==> config.mk <==
export PLATFORM = sky130hd
export DESIGN_NAME = multi_debouncer
export DESIGN_NICKNAME = d
export VERILOG_FILES = /design/src/rtl/multi_debouncer.sv
export SDC_FILE = /design/constraint.sdc
export NUM_CORES = 1
export LEC_CHECK = 0
export BUFFER_PORTS_ARGS = -buffer_cell sky130_fd_sc_hd__clkbuf_2
export CAP_MARGIN = 10
export CORE_ASPECT_RATIO = 1.4
export CORE_UTILIZATION = 35
export DETAILED_ROUTE_END_ITERATION = 7
export GPL_TIMING_DRIVEN = 0
export PLACE_DENSITY_LB_ADDON = 0.25
export SLEW_MARGIN = 25
export SYNTH_ARGS = -nofsm -noshare
export SYNTH_HDL_FRONTEND = slang
export SYNTH_SLANG_ARGS = --single-unit
==> constraint.sdc <==
create_clock -name clk -period 1.8 [get_ports clk]
set_clock_uncertainty 0.15 [all_clocks]
set_input_delay 0.36 -clock clk [delete_from_list [all_inputs] [get_ports clk]]
set_output_delay 0.36 -clock clk [all_outputs]
set_load 0.03 [all_outputs]
==> src/rtl/multi_debouncer.sv <==
`timescale 1ns/1ps
// N-channel debouncer: 2-flop synchroniser, consecutive-sample filter, press/release pulses, optional auto-repeat.
// Release/repeat outputs are named release_pulse/repeat_pulse because "release" and "repeat" are SV keywords.
module multi_debouncer #(
  parameter int N_CH          = 4,
  parameter int STABLE_CYCLES = 8,
  parameter int ACTIVE_LOW    = 0,
  parameter int REPEAT_EN     = 0,
  parameter int REPEAT_DELAY  = 500,
  parameter int REPEAT_PERIOD = 100
) (
  input  logic            clk,
  input  logic            reset,
  input  logic [N_CH-1:0] raw_in,
  output logic [N_CH-1:0] level,
  output logic [N_CH-1:0] press,
  output logic [N_CH-1:0] release_pulse,
  output logic [N_CH-1:0] repeat_pulse,
  output logic            any_press
);

  localparam int CW   = $clog2(STABLE_CYCLES + 1);
  localparam int RMAX = (REPEAT_DELAY > REPEAT_PERIOD) ? REPEAT_DELAY : REPEAT_PERIOD;
  localparam int RW   = $clog2(RMAX + 1);

  localparam logic [CW-1:0]   CNT_LAST = CW'(STABLE_CYCLES - 1);
  localparam logic [RW-1:0]   D_LAST   = RW'(REPEAT_DELAY - 1);
  localparam logic [RW-1:0]   P_LAST   = RW'(REPEAT_PERIOD - 1);
  localparam logic [N_CH-1:0] SYNC_RST = {N_CH{ACTIVE_LOW != 0}};

  localparam logic [1:0] IDLE   = 2'd0;
  localparam logic [1:0] DELAY  = 2'd1;
  localparam logic [1:0] PERIOD = 2'd2;

  logic [N_CH-1:0] s1, s2, samp, accept;
  logic [CW-1:0]   cnt   [N_CH];
  logic [1:0]      state [N_CH];
  logic [RW-1:0]   rcnt  [N_CH];

  // Active-low sync flops reset to 1 so every channel starts released.
  always_ff @(posedge clk) begin
    if (reset) begin
      s1 <= SYNC_RST;
      s2 <= SYNC_RST;
    end else begin
      s1 <= raw_in;
      s2 <= s1;
    end
  end

  assign samp = (ACTIVE_LOW != 0) ? ~s2 : s2;

  always_comb begin
    accept = '0;
    for (int i = 0; i < N_CH; i++)
      accept[i] = (samp[i] != level[i]) && (cnt[i] == CNT_LAST);
  end

  always_ff @(posedge clk) begin
    for (int i = 0; i < N_CH; i++) begin
      if (reset) begin
        cnt[i]           <= '0;
        level[i]         <= 1'b0;
        press[i]         <= 1'b0;
        release_pulse[i] <= 1'b0;
      end else begin
        press[i]         <= accept[i] & samp[i];
        release_pulse[i] <= accept[i] & ~samp[i];
        // A sample matching the current level is a bounce and restarts the count.
        if ((samp[i] == level[i]) || accept[i])
          cnt[i] <= '0;
        else
          cnt[i] <= cnt[i] + 1'b1;
        if (accept[i])
          level[i] <= samp[i];
      end
    end
  end

  always_ff @(posedge clk) begin
    for (int i = 0; i < N_CH; i++) begin
      if (reset || (REPEAT_EN == 0)) begin
        state[i]        <= IDLE;
        rcnt[i]         <= '0;
        repeat_pulse[i] <= 1'b0;
      end else begin
        repeat_pulse[i] <= 1'b0;
        // Release wins over an expiring count in the same cycle.
        if (accept[i] && !samp[i]) begin
          state[i] <= IDLE;
          rcnt[i]  <= '0;
        end else begin
          case (state[i])
            IDLE: begin
              if (accept[i]) begin
                state[i] <= DELAY;
                rcnt[i]  <= '0;
              end
            end
            DELAY: begin
              if (rcnt[i] == D_LAST) begin
                repeat_pulse[i] <= 1'b1;
                state[i]        <= PERIOD;
                rcnt[i]         <= '0;
              end else begin
                rcnt[i] <= rcnt[i] + 1'b1;
              end
            end
            PERIOD: begin
              if (rcnt[i] == P_LAST) begin
                repeat_pulse[i] <= 1'b1;
                rcnt[i]         <= '0;
              end else begin
                rcnt[i] <= rcnt[i] + 1'b1;
              end
            end
            default: begin
              state[i] <= IDLE;
              rcnt[i]  <= '0;
            end
          endcase
        end
      end
    end
  end

  assign any_press = |(press | repeat_pulse);

endmodule
==> results by group, run 1 <==
Run status
  • Status: completed

CTS
  • Worst skew pair latency: 0.28 ns
  • Post-CTS Setup Repair Bufs: 0
  • CTS tree: done
  • Inserted Clock Buffers: 5
  • Clock-pin slew on the worst setup and hold paths: 0.06 ns
  • Clk Tree Root Cell: clkbuf_8
  • Hold_buf cts: 0
  • Maximum buffer depth of the clock tree: 2
  • H-tree lvl count: 2
  • Clk sinks: 36

Power
  • VDD IR max: 0.3183 mV
  • Switching power: ~320 uW
  • Clk pwr share: 36.6%
  • Int Power: 1.227 mW
  • Share of power burned in registers: 58.0%
  • Cell Pwr Density: about 860 nW/um^2
  • Comb power frac: 5.4%
  • Leakage: 0.9199 nW
  • Sw frac: between 20% and 30%

Hold path
  • Worst Hold Class: primary input to register
  • Min-delay src: raw_in[0]
  • Min-Delay Path Depth: 2
  • Hold EP: s1[0]$_SDFF_PP0_

Routing
  • Drc violations: 0
  • Initial DRC count: 12
  • Antenna-violating nets left: 0
  • WL final: 2.009 mm
  • Avg Vias per Cell: ~4.4
  • Drt pass-1 iters: 4
  • Wire per inst: 9.800 um
  • Total number of vias: 898

Worst setup path
  • Worst r2r path cells: 3
  • Crit end category: output port
  • R2R setup slack: 0.35 ns
  • CP max FO: 2
  • FF-to-FF End: cnt[2][2]$_SDFFCE_PN0P_
  • Worst reg2reg startpoint: cnt[2][0]$_SDFFCE_PN0P_
  • CP Launch Type: register
  • Crit path arrival time: 1.26 ns
  • Crit path kind: register to output port
  • Worst EP required: between 1 and 1.5 ns

STA
  • Final Hold Fails: 0
  • RSZ-0062 raised after global routing: false
  • Maximum clock rate: 0.5644 GHz
  • Final worst path period need: 1.772 ns
  • Period utilisation layout: 98.44%
  • Setup slack after layout: about 0.028 ns
  • Max-slew violations: 0
  • Final setup viols: 0
  • Hold slack final: roughly 0.13 ns

Placement
  • Placed cells: ~200
  • Routability-driven placement congestion ratio: approximately 0.62
  • Post-DP HPWL: 1.537 mm
  • Buffers added on ports: 18
  • Pre-CTS WS: 0.2930 ns

Run
  • Max_cap viols: 0

Logic synthesis
  • Post-synth EDFFs: 16
  • Mapped Avg Cell Area: roughly 13 sq um
  • Synth warnings: 0
  • Seq cells post-synth: 36
  • Mapped Cells: 118
  • Yosys cell types: 18
  • Seq/Total Area, Yosys: roughly three fifths
  • Synth Cell Area: 1485 sq um
  • Post-synth ARST share: 0%
  • Top FF cell, synth: dfxtp_1

Die
  • Starting Density: between 30% and 40%
  • Die area: between 4000 and 5000 sq um
  • Die Wd: 57.06 um
  • Die height: 79.08 um
  • # IOs: 23
  • Num rows: 27
  • Core area: between 3000 and 4000 sq um

Cells and area
  • P&R area growth vs syn: 21.31%
  • Layout cell share with drive strength beyond 1: 24.07%
  • Layout fillers: roughly 400
  • N_diodes: 0
  • Nets: approximately 170
  • Most common cell after layout, fill and taps aside: conb_1
  • Core Util, Final: 45.20%
  • Post-Layout Cell Count: 205
  • Most frequent cells in the layout: conb_1, dfxtp_1, clkbuf_2

GRT
  • Maximum number of pins on one net before global-route repair: 11
  • Total GRT Usage: 9.931%
  • First-pass GRT wire length: between 3 and 4 mm
  • Initial antenna violation count: 0
  • GRT overflow: 0
  • Via count of the first global-routing pass: 816
-- repair_timing --
item / 4_1_cts / 5_1_grt
setup endpoints to repair: 1 / 1
pin swaps: 1 / 1
resized for setup: 2 / 3
-- power by group through the flow --
stage          logic [mW]  registers (mW)  clock network, mW
6_report           0.0835           0.897              0.565
5_1_grt            0.0934           0.900              0.619
4_1_cts            0.0828           0.897              0.590
3_5_place_dp       0.0821           0.915                  0
3_3_place_gp       0.0815           0.913                  0
2_1_floorplan      0.0682           0.912                  0
-- flip-flops by register name, indices dropped and copies added (netlist names) --
name,flops
cnt,16
level,4
press,4
release_pulse,4
s1,4
s2,4
-- worst max-delay path, cell delays in order (launching register included) --
cell,delay (ns)
dfxtp_1,0.31
or4_4,0.53
buf_8,0.15
-- routing by layer --
layer  wire [um]  GRT usage (%)  up-vias  part of all wire [%]
met4          52          7.317        0                   2.6
met2        1026          16.47       24                    51
met1         820          10.53      402                    41
met5           0              0        -                     0
met3         110          2.932        6                   5.5
li1            -              -      466                     -
-- cell families (layout without fill, tap and decap cells) --
kind of cell / count (synthesis) / count (layout) / synth area share, %
adders and majority gates: 4 / 4 / 3.370
and+or+nand+nor: 49 / 49 / 23.17
buffers and inverters: 11 / 37 / 3.875
other: 2 / 20 / 0.5057
muxes: 4 / 4 / 2.696
DFF: 36 / 36 / 59.31
xor gates and xnor gates: 12 / 12 / 7.077
-- final cells by class --
| type | instances | area, sq um | share of cell area, % |
|---|---|---|---|
| flip-flops and latches | 36 | 882.1 | 48.96 |
| multi-input cells | 89 | 618.1 | 34.31 |
| repair buffers | 18 | 100.1 | 5.556 |
| clock buffers | 8 | 90.09 | 5.000 |
| well taps | 43 | 53.80 | 2.986 |
| plain buffers | 6 | 38.79 | 2.153 |
| inverters | 5 | 18.77 | 1.042 |
-- cell usage after synthesis (4+ instances only) --
library cell | number | area (sq um)
edfxtp_1 | 16 | 480.5
nor2_1 | 16 | 60.06
buf_4 | 4 | 30.03
and2b_1 | 5 | 37.54
ha_1 | 4 | 50.05
and3_2 | 4 | 30.03
dfxtp_1 | 20 | 400.4
nand3b_4 | 4 | 80.08
xor2_1 | 12 | 105.1
mux2i_1 | 4 | 40.04
inv_1 | 5 | 18.77
nand3_1 | 8 | 40.04
nor4b_1 | 8 | 70.07
-- worst max path at each step --
stage	from	endpoint	slack, ns	depth (start not counted)
6_report	press[3]$_SDFF_PP0_	any_press	0.03	2
5_1_grt	press[3]$_SDFF_PP0_	any_press	0.003	2
4_1_cts	press[2]$_SDFF_PP0_	any_press	-0.01	2
3_5_place_dp	press[1]$_SDFF_PP0_	any_press	0.29	2
3_3_place_gp	press[1]$_SDFF_PP0_	any_press	0.30	2
2_1_floorplan	press[1]$_SDFF_PP0_	any_press	0.19	1
-- per-stage QoR --
stage	TNS (ns)	total power, mW	instance area, sq um
after floorplan	0	0.9799	1553
after global placement	0	0.9950	1697
after detailed placement	0	0.9971	1697
after CTS	-0.009682	1.569	1795
after global routing	0	1.613	1802
final	0	1.545	1802
No activity file was read; power rests on OpenSTA's default activity.
==> run 2, diff against run 1 <==
--- a/config.mk
+++ b/config.mk
@@ -10,6 +10,7 @@
 export CORE_ASPECT_RATIO = 1.4
 export CORE_UTILIZATION = 35
 export DETAILED_ROUTE_END_ITERATION = 7
+export GPL_ROUTABILITY_DRIVEN = 0
 export GPL_TIMING_DRIVEN = 0
 export PLACE_DENSITY_LB_ADDON = 0.25
 export SLEW_MARGIN = 25
==> constraint.sdc (replaced) <==
create_clock -name clk -period 2 [get_ports clk]
set_clock_uncertainty 0.15 [all_clocks]
set_input_delay 0.4 -clock clk [delete_from_list [all_inputs] [get_ports clk]]
set_output_delay 0.4 -clock clk [all_outputs]
set_load 0.03 [all_outputs]
==> results by group, run 2 (synthesized netlist as in run 1, its figures left out) <==
Worst setup path
  • Crit-path max cell delay: 0.50 ns
  • Crit path max-delay cell type: or4_1
  • Crit path arrival time: 1.29 ns
  • Worst EP required: around 1.5 ns
  • CP max FO: 2
  • CP Launch Type: register
  • Crit path kind: register to output port
  • Crit-path cells: or4_1 > clkbuf_2
  • Crit end category: output port

Run status
  • Status: completed

Cells and area
  • Core Util, Final: 44.82%
  • Max FFs per register: 16
  • Most flops, register: cnt
  • N_diodes: 0
  • Multi-input logic area: ~600 sq um
  • P&R area growth vs syn: 20.30%
  • Area occupied by registers: 880.8 sq um
  • Post-Layout Cell Count: about 210
  • Layout cell share with drive strength beyond 1: 22.84%
  • Most frequent cells in the layout: conb_1, dfxtp_1, clkbuf_2
  • Nets: between 150 and 200
  • Layout fillers: 391

Die
  • Starting Density: between 30% and 40%
  • Die Wd: 57.06 um
  • Num rows: 27
  • # IOs: 23
  • Core area: approximately 4000 sq um
  • Die area: 4512 sq um
  • Die height: 79.08 um

GRT
  • Initial antenna violation count: 0
  • GRT overflow: 0
  • First-pass GRT wire length: 3.263 mm
  • Maximum number of pins on one net before global-route repair: 11
  • Via count of the first global-routing pass: roughly 800
  • Total GRT Usage: 9.931%

CTS
  • CTS tree: done
  • Inserted Clock Buffers: 5
  • Clk sinks: 36
  • Hold_buf cts: 0
  • Worst skew pair latency: approximately 0.28 ns
  • Clk Tree Root Cell: clkbuf_8
  • H-tree lvl count: 2
  • Maximum buffer depth of the clock tree: 2
  • Clock-pin slew on the worst setup and hold paths: 0.07 ns
  • Post-CTS sizing: 0
  • Post-CTS Setup Repair Bufs: 0

Routing
  • Wire per inst: 9.810 um
  • Initial DRC count: 14
  • Avg Vias per Cell: 4.410
  • Antenna-violating nets left: 0
  • Drt pass-1 iters: 4
  • Total number of vias: 904
  • WL final: 2.011 mm
  • Drc violations: 0

Power
  • Cell Pwr Density: 778.7 nW/um^2
  • VDD IR max: 0.2870 mV
  • Leakage: 0.9182 nW

STA
  • Hold slack final: between 0.15 and 0.2 ns
  • Final worst path period need: 1.840 ns
  • Final Hold Fails: 0
  • Max-slew violations: 0
  • Setup TNS: 0 ns
  • Maximum clock rate: 0.5434 GHz
  • Final setup viols: 0
  • RSZ-0062 raised after global routing: false
  • Period utilisation layout: 92.02%

Placement
  • Placed cells: 197
  • Buffers added on ports: 18
  • Post-DP HPWL: 1.537 mm

Hold path
  • Worst Hold Class: primary input to register

Run
  • Max_cap viols: 0
[run 2: cell count changes in the layout (fill, tap and decap cells not counted)]
cell      before  now
clkbuf_2      17   18
dfxtp_2        1    0
buf_8          1    0
or4_4          1    0
dfxtp_1       19   20
or4_1          0    1
[run 2: worst max-delay path: cells and delay by family (launching register included)]
kind	cells	cell delay, ns
AND/OR/NAND/NOR	1	0.50
flip-flops	1	0.32
buffers and inverters	1	0.19
[run 2: final timing paths]
check	end	cells past startpoint	slack (ns)	from
setup / recovery	any_press	2	0.16	press[1]$_SDFF_PP0_
hold / removal	s1[0]$_SDFF_PP0_	2	0.17	raw_in[0]
setup reg to reg	cnt[2][2]$_SDFFCE_PN0P_	3	0.55	cnt[2][0]$_SDFFCE_PN0P_
hold reg to reg	s2[0]$_SDFF_PP0_	1	0.28	s1[0]$_SDFF_PP0_
[run 2: routing by layer]
layer  up-vias  track usage [%]  wire, um
met2        24            16.47      1019
met4         0            7.317        52
li1        466                -         -
met1       408            10.53       832
met5         -                0         0
met3         6            2.932       106
[run 2: area by class of cell]
class                           instances  area share, %
Inverter                                5          1.050
Clock buffer                            8          5.042
Tap cell                               43          3.011
Multi-Input combinational cell         89          34.38
Sequential cell                        36          49.30
Timing Repair Buffer                   18          5.042
Buffer                                  6          2.171
[run 2: report_power, final]
| part | internal (mW) | switching (mW) |
|---|---|---|
| logic | 0.0326 | 0.0422 |
| registers | 0.791 | 0.0163 |
| clock network | 0.281 | 0.229 |
[run 2: per-stage QoR]
step	setup slack (ns)	power, mW	cell area (sq um)
after floorplan	0.3491	0.8819	1553
after global placement	0.4614	0.8955	1697
after detailed placement	0.4530	0.8974	1697
after CTS	0.1423	1.412	1787
after global routing	0.1043	1.451	1787
final	0.1597	1.391	1787
